### config.mk
export PLATFORM = sky130hd
export DESIGN_NAME = sm83_oam_dma
export DESIGN_NICKNAME = d
export VERILOG_FILES = /design/src/rtl/sm83_pkg.sv /design/src/rtl/sm83_oam_dma.sv
export SDC_FILE = /design/constraint.sdc
export NUM_CORES = 1
export LEC_CHECK = 0
export ABC_AREA = 1
export BUFFER_PORTS_ARGS = -buffer_cell sky130_fd_sc_hd__buf_2
export CORE_MARGIN = 2
export CORE_UTILIZATION = 54
export CTS_CLUSTER_SIZE = 24
export DETAILED_ROUTE_END_ITERATION = 8
export PLACE_DENSITY = 0.88
export RECOVER_POWER = 25
export SETUP_SLACK_MARGIN = 0.4
export SYNTH_ARGS = -nofsm -noshare
export SYNTH_HDL_FRONTEND = slang
export SYNTH_SLANG_ARGS = --single-unit
### constraint.sdc
create_clock -name clk -period 2.9 [get_ports clk]
set_clock_uncertainty 0.1 [all_clocks]
set_input_delay 0 -clock clk [delete_from_list [all_inputs] [get_ports clk]]
set_output_delay 0 -clock clk [all_outputs]
set_load 0.005 [all_outputs]
### src/rtl/sm83_pkg.sv
// rtl/sm83_pkg.sv - shared sm83 bus constants and OAM DMA state type
package sm83_pkg;

    localparam logic [15:0] REG_DMA  = 16'hFF46;
    localparam logic [15:0] OAM_BASE = 16'hFE00;
    localparam int          OAM_LEN  = 160;
    localparam logic [15:0] IO_BASE  = 16'hFF00;

    typedef enum logic {
        IDLE,
        XFER
    } dma_state_t;

endpackage

### src/rtl/sm83_oam_dma.sv
// rtl/sm83_oam_dma.sv - OAM DMA engine: FF46 decode, 160-byte page copy, CPU conflict flag
module sm83_oam_dma
    import sm83_pkg::*;
#(
    parameter int                WORD_SIZE = 8,
    parameter int                ADR_WIDTH = 16,
    parameter logic [ADR_WIDTH-1:0] REG_ADR = REG_DMA,
    parameter int                LENGTH    = OAM_LEN,
    parameter int                ECHO_MAP  = 1
) (
    input  logic                 clk,
    input  logic                 areset,
    input  logic                 mcyc,
    input  logic [ADR_WIDTH-1:0] cpu_adr,
    input  logic [WORD_SIZE-1:0] cpu_dout,
    input  logic                 cpu_wr,
    input  logic                 cpu_rd,
    output logic [WORD_SIZE-1:0] reg_dout,
    output logic                 reg_oe,
    output logic [ADR_WIDTH-1:0] dma_adr,
    output logic                 dma_rd,
    input  logic [WORD_SIZE-1:0] ext_din,
    output logic [WORD_SIZE-1:0] oam_adr,
    output logic [WORD_SIZE-1:0] oam_dout,
    output logic                 oam_we,
    output logic                 active,
    output logic                 cpu_blk
);

    localparam logic [7:0] LAST_IDX = 8'(LENGTH - 1);

    dma_state_t           state;
    logic                 arm;
    logic [WORD_SIZE-1:0] reg_page;
    logic [WORD_SIZE-1:0] src_page;
    logic [7:0]           idx;
    logic [7:0]           oam_idx;
    logic [WORD_SIZE-1:0] data_q;
    logic                 wpend;
    logic                 reg_hit;
    logic                 reg_wr;

    // Echo RAM (E000h-FDFFh) mirrors C000h-DDFFh, so fold bit 5 of high pages.
    function automatic logic [WORD_SIZE-1:0] map_page(input logic [WORD_SIZE-1:0] p);
        if (ECHO_MAP != 0 && p >= WORD_SIZE'('hE0))
            return p & ~WORD_SIZE'('h20);
        return p;
    endfunction

    assign reg_hit = (cpu_adr == REG_ADR);
    assign reg_wr  = cpu_wr && reg_hit;

    always_ff @(posedge clk or posedge areset) begin
        if (areset) begin
            state    <= IDLE;
            arm      <= 1'b0;
            reg_page <= '0;
            src_page <= '0;
            idx      <= '0;
            oam_idx  <= '0;
            data_q   <= '0;
            wpend    <= 1'b0;
        end else if (mcyc) begin
            if (state == XFER) begin
                data_q  <= ext_din;
                oam_idx <= idx;
                wpend   <= 1'b1;
                if (idx == LAST_IDX)
                    state <= IDLE;
                else
                    idx <= idx + 8'd1;
            end else begin
                wpend <= 1'b0;
            end
            // The write M-cycle is followed by one startup M-cycle; a reload
            // at its end takes precedence over the running transfer's advance.
            if (reg_wr) begin
                reg_page <= cpu_dout;
                arm      <= 1'b1;
            end else if (arm) begin
                arm      <= 1'b0;
                src_page <= map_page(reg_page);
                idx      <= '0;
                state    <= XFER;
            end
        end
    end

    assign active   = (state == XFER);
    assign dma_rd   = active;
    assign dma_adr  = active ? ADR_WIDTH'({src_page, idx}) : '0;
    assign oam_we   = mcyc && wpend;
    assign oam_adr  = wpend ? WORD_SIZE'(oam_idx) : '0;
    assign oam_dout = wpend ? data_q : '0;
    assign reg_oe   = cpu_rd && reg_hit;
    assign reg_dout = reg_page;
    assign cpu_blk  = active && (cpu_rd || cpu_wr) && (cpu_adr < ADR_WIDTH'(IO_BASE));

endmodule

Word level (Yosys, flattened, before mapping)
Cells that the tools add are included.
- logic and storage cells: 42
- bits of input ports: 37
- bits in registers: 43
- output and inout bits: 45
- bitwise operators: 1
- multiplexer cells: 19
- add/subtract/negate cells: 1
- eq/ne operators: 2
- magnitude comparators: 2
- reduce and logical (&&, ||, !) cells: 9
- operators with widths (cell ; count):
    8-bit two-way mux ; 8
    16-bit equality test, second input constant ; 1
    16-bit less-than comparator, second input constant ; 1
    16-bit two-way mux ; 1
    1-bit two-way mux ; 10
    8-bit by 1-bit adder with 8-bit output, second input constant ; 1
    8-bit equality test, second input constant ; 1
    8-bit >= comparator, second input constant ; 1
    1-bit logical AND ; 5
    2-bit AND reduction ; 2
    3-bit AND reduction ; 1
    1-bit logical OR ; 1
    1-bit inverter ; 1

Depth between registers and ports, before layout
- word-level depth: 6
- mapped depth: 11
- gate-level depth less buffers: 10

Least setup slack after synthesis
Ideal clock, no wire load.
- path kind: register to register
- from: reg idx[0]
- to: reg idx[1]
- data arrival time: 1.153 ns
- clock period less this slack: 1.366 ns
- library setup time: 0.113 ns
- data required time: 2.687 ns
- path buffers: 0
- slack: 1.534 ns
- stages on the path, launching flop included: 11
- cell sequence: dfrtp_1 ha_1 nand2_1 nor2_2 nand2_1 nand2_2 nand2_1 o21ai_0 inv_1 nand2_1 inv_1
- longest elaborated chain between the ends: 5
- elaborated cells between the ends (all ways): 6
- classes of those cells: 1 x add/sub; 1 x eq/ne; 4 x mux
- ends and longest elaborated chain (item ; line ; text):
    start, declared ; sm83_oam_dma.sv:36 ; logic [7:0] idx;
    start signal, assigned ; sm83_oam_dma.sv:71 ; idx <= idx + 8'd1;
    8-bit by 1-bit adder with 8-bit output / 8-bit equality test (equally long branches) ; sm83_oam_dma.sv:71, sm83_oam_dma.sv:68 ;
    8-bit two-way mux (*) ; sm83_oam_dma.sv:68 ; if (idx == LAST_IDX)
    8-bit two-way mux (*) ; sm83_oam_dma.sv:64 ; if (state == XFER) begin
    8-bit two-way mux ; sm83_oam_dma.sv:80 ; end else if (arm) begin
    8-bit two-way mux (*) ; sm83_oam_dma.sv:77 ; if (reg_wr) begin
Mark *: on every way between the ends. The rest lies on a longest branch, timed or not.
A chain may end at the register's enable or synchronous reset.

Worst setup path after layout
Same ends and word-level chain as after synthesis.

==> impl_metrics.csv <==
group,metric,value,unit
outcome,status,"finished, final reports clean",
setup_path,slowest_delay,0.42,ns
setup_path,series_of_cell_instances_along_the_critical_path,"ha_1 -> nand2_1 -> nor2_2 -> nand2_1 -> nand2_2 -> nand2_1 -> o21ai_0 -> inv_1 -> nand2_1 -> inv_1",
power_and_ir_drop,vdd_drop_max,209,uV
clock_tree,ctsHtreeMaxLevel,2,
clock_tree,cts_setup_buffers,0,
setup_path,critPathMaxFanout,6,
synthesis,post_synth.cell_area_avg,7.23,um2
power_and_ir_drop,total_leakage_power,0.00202,uW
floorplanning,chipWidth,70.9,um
layout,syn2layout_area_growth,29.1,%
timing,slew-limit-headroom,32.1,%
run,cap_violations,0,
global_routing,grt_start_max_net_pins,44,
route,detailroute.via_count,2389,
route,via_per_inst,4.93,
global_routing,grt_overflow,0,
floorplanning,floorplan.initialDensity,55.9,%
power_and_ir_drop,clock_power_share,34.0,%
timing,timing_worst_slew_pin_value,1.02,ns
setup_path,cp_data_arrival_time,1.69,ns
synthesis,syn_nets,372,
setup_path,startpoint_to_endpoint_class_of_the_critical_path,"flip-flop to flip-flop",
timing,fmax,627,MHz
route,detail-route-antenna-nets,0,
synthesis,synthCells,334,
setup_path,cp_num_buf_inv,2,
synthesis,synth.yosys.warnings,0,
worst_hold_path,min-delay-path-class,"input port to flip-flop",
clock_tree,worstSkewPairLatency,0.30,ns
clock_tree,cts_repair_resize_count,0,
timing,hold_violations,0,
timing,period_utilisation_layout,55.0,%
clock_tree,cts.sink_count,43,
clock_tree,tritoncts,"yes",
layout,post_route_cells_drive_above_1_share,25.2,%
clock_tree,clk_path_buf_depth,2,
clock_tree,cts.root.buffer_cell,"sky130_fd_sc_hd__clkbuf_8",
layout,layout.area.seq,1080,um2
power_and_ir_drop,pwr-share-seq,58.4,%
timing,finalSetupViolations,0,
place,gp_routability_congestion,0.835,
floorplanning,die_h,70.9,um
global_routing,antenna_found_initial,0,
floorplanning,number_of_rows_in_the_core_area,24,
route,drcViolationCount,0,
layout,num-nets-final,472,
setup_path,worst_ep_required_time,2.99,ns
setup_path,critPathMostFrequentCell,"sky130_fd_sc_hd__nand2_1",
route,detail_route.first_pass.iterations,4,
route,drt-total-wl,5750,um
synthesis,netlist-cell-type-count,24,
setup_path,endpoint_kind,"flip-flop",
power_and_ir_drop,power.density,330,nW/um2
route,drtIter0Drc,191,
place,io_buffers,81,
timing,post-route-min-period,1.59,ns
layout,fill_cells,344,
power_and_ir_drop,p_sw_share,22.4,%
synthesis,post_synth_instance_area,2420,um2
timing,final_max_slew_viol_count,0,
clock_tree,tritoncts.num_buffers,5,
power_and_ir_drop,switchingPower,230,uW
clock_tree,clk_pin_slew_worst_paths,0.08,ns
clock_tree,post_cts_hold_buffer_count,25,
setup_path,setup.worst_path.start_class,"flip-flop",
power_and_ir_drop,finalPower,1030,uW
setup_path,master_of_the_slowest_instance_on_the_critical_path,"sky130_fd_sc_hd__dfrtp_1",
floorplanning,io_pins,82,
floorplanning,design.die.area,5030,um2
timing,fin_tns_setup,0,ns
setup_path,timing.critical_path.max_delay_family,"simple AND/OR/NAND/NOR gates",
global_routing,grtUsageTotal,24.4,%
synthesis,synth.ff_latch_count,43,
layout,antenna_cells,0,
power_and_ir_drop,power.share.combinational,7.6,%
layout,multiInputGateArea,1020,um2
place,detailed_place_hpwl,3780,um
global_routing,first_global_vias,2234,
global_routing,grt_first_pass_wirelength,9680,um
power_and_ir_drop,power.internal,798,uW
floorplanning,core_region_area,4320,um2
route,wl_per_cell,11.8,um
timing,setup_repair_after_global_routing_missed_its_margin,"false",
synthesis,synth.yosys.seq_area_share,44.5,%
setup_path,rrSetupSlack,1.31,ns
[registers in the layout (all words and copies together), names as in the netlist]
signal,flops
data_q,8
active,1
arm,1
wpend,1
idx,8
reg_dout,8
src_page,8
oam_idx,8
[power groups by stage]
stage,combinational (uW),sequential (uW),clock [uW]
CTS,77.3,601,353
floorplan,28.7,612,0
finish,78.1,601,349
global route,87.5,600,380
global placement,58.1,612,0
detailed placement,59.8,612,0
[metal layers]
metal	track usage (%)	routed length, um	vias to the layer above
met5	0	0	-
met4	6.50	91	0
met3	6.27	371	10
met2	44.3	2990	85
met1	28.7	2300	1085
li1	-	-	1209
[worst reg2reg max path, cell delays in order (launching register included)]
cell	delay (ns)
sky130_fd_sc_hd__dfrtp_1	0.42
sky130_fd_sc_hd__ha_1	0.20
sky130_fd_sc_hd__nand2_1	0.07
sky130_fd_sc_hd__nor2_2	0.20
sky130_fd_sc_hd__nand2_1	0.13
sky130_fd_sc_hd__nand2_2	0.10
sky130_fd_sc_hd__nand2_1	0.06
sky130_fd_sc_hd__o21ai_0	0.07
sky130_fd_sc_hd__inv_1	0.06
sky130_fd_sc_hd__nand2_1	0.05
sky130_fd_sc_hd__inv_1	0.04
[path summary, 6_finish.rpt]
path / start / to / cells after the start
setup / recovery: idx[0]$_DFFE_PP0P_ / idx[1]$_DFFE_PP0P_ / 10
hold / removal: cpu_wr / arm$_DFFE_PP0P_ / 3
setup reg to reg: idx[0]$_DFFE_PP0P_ / idx[1]$_DFFE_PP0P_ / 10
hold reg to reg: src_page[4]$_DFFE_PP0P_ / src_page[4]$_DFFE_PP0P_ / 2
max in group asynchronous: areset / idx[2]$_DFFE_PP0P_ / 4
min in group asynchronous: areset / data_q[1]$_DFFE_PP0P_ / 4
[cells in the final DEF (no fill, tap or decap), types with 2 or more instances in the layout]
master                          netlist  layout
sky130_fd_sc_hd__a21oi_1              2       2
sky130_fd_sc_hd__buf_2                5      80
sky130_fd_sc_hd__clkbuf_1             3       2
sky130_fd_sc_hd__clkbuf_8             0       5
sky130_fd_sc_hd__dfrtp_1             43      43
sky130_fd_sc_hd__dlygate4sd3_1        0      25
sky130_fd_sc_hd__inv_1               55      54
sky130_fd_sc_hd__inv_2                4       4
sky130_fd_sc_hd__nand2_1            138     138
sky130_fd_sc_hd__nand2_2              8       8
sky130_fd_sc_hd__nand3_1             10      10
sky130_fd_sc_hd__nand3_4              3       3
sky130_fd_sc_hd__nand4_1             20      20
sky130_fd_sc_hd__nor2_1              12      12
sky130_fd_sc_hd__nor2_2               4       4
sky130_fd_sc_hd__nor2_4               2       2
sky130_fd_sc_hd__nor3b_1              2       2
sky130_fd_sc_hd__o21ai_0             11      11
sky130_fd_sc_hd__xor2_1               2       2
[layout make-up]
| cell class | instances | share of cell area, % |
|---|---|---|
| Clock buffer | 6 | 2.33 |
| Timing Repair Buffer | 108 | 21.4 |
| Sequential cell | 43 | 34.5 |
| Inverter | 59 | 7.10 |
| Multi-Input combinational cell | 217 | 32.6 |
| Tap cell | 52 | 2.09 |
[cell families (layout without fill, tap and decap cells)]
| logic type | after synthesis | in the layout | synth area share [%] |
|---|---|---|---|
| adders and majority gates | 1 | 1 | 0.518 |
| and+or+nand+nor | 200 | 200 | 37.9 |
| xor gates and xnor gates | 2 | 2 | 0.725 |
| DFF | 43 | 43 | 44.5 |
| buffers and inverters | 74 | 173 | 13.4 |
| AOI/OAI and AO/OA | 14 | 14 | 3.00 |
[synth_stat cells, drive strengths merged]
cell | instances | share of area, %
a21boi | 1 | 0.31
clkbuf | 3 | 0.47
nor2 | 18 | 3.8
xor2 | 2 | 0.73
inv | 59 | 9.2
nand2 | 147 | 24
buf | 12 | 3.7
ha | 1 | 0.52
dfrtp | 43 | 45
nand4 | 20 | 5.2
o21ai | 11 | 2.3
a21oi | 2 | 0.41
nand3 | 13 | 4.2
nor3b | 2 | 0.62
[through the flow]
step / util, % / instance area, um2 / hold WS, ns / std cells / setup slack, ns
floorplan: - / 2420 / 0.00962 / 334 / 1.53
global placement: 64.8 / 2800 / 0.0498 / 454 / 1.34
detailed placement: 64.8 / 2800 / 0.0630 / 454 / 1.20
CTS: 72.2 / 3120 / 0.0245 / 485 / 1.32
global route: 72.1 / 3120 / 0.0602 / 485 / 1.15
finish: 72.1 / 3120 / 0.0359 / 485 / 1.31
No activity file was read; power rests on OpenSTA's default activity.
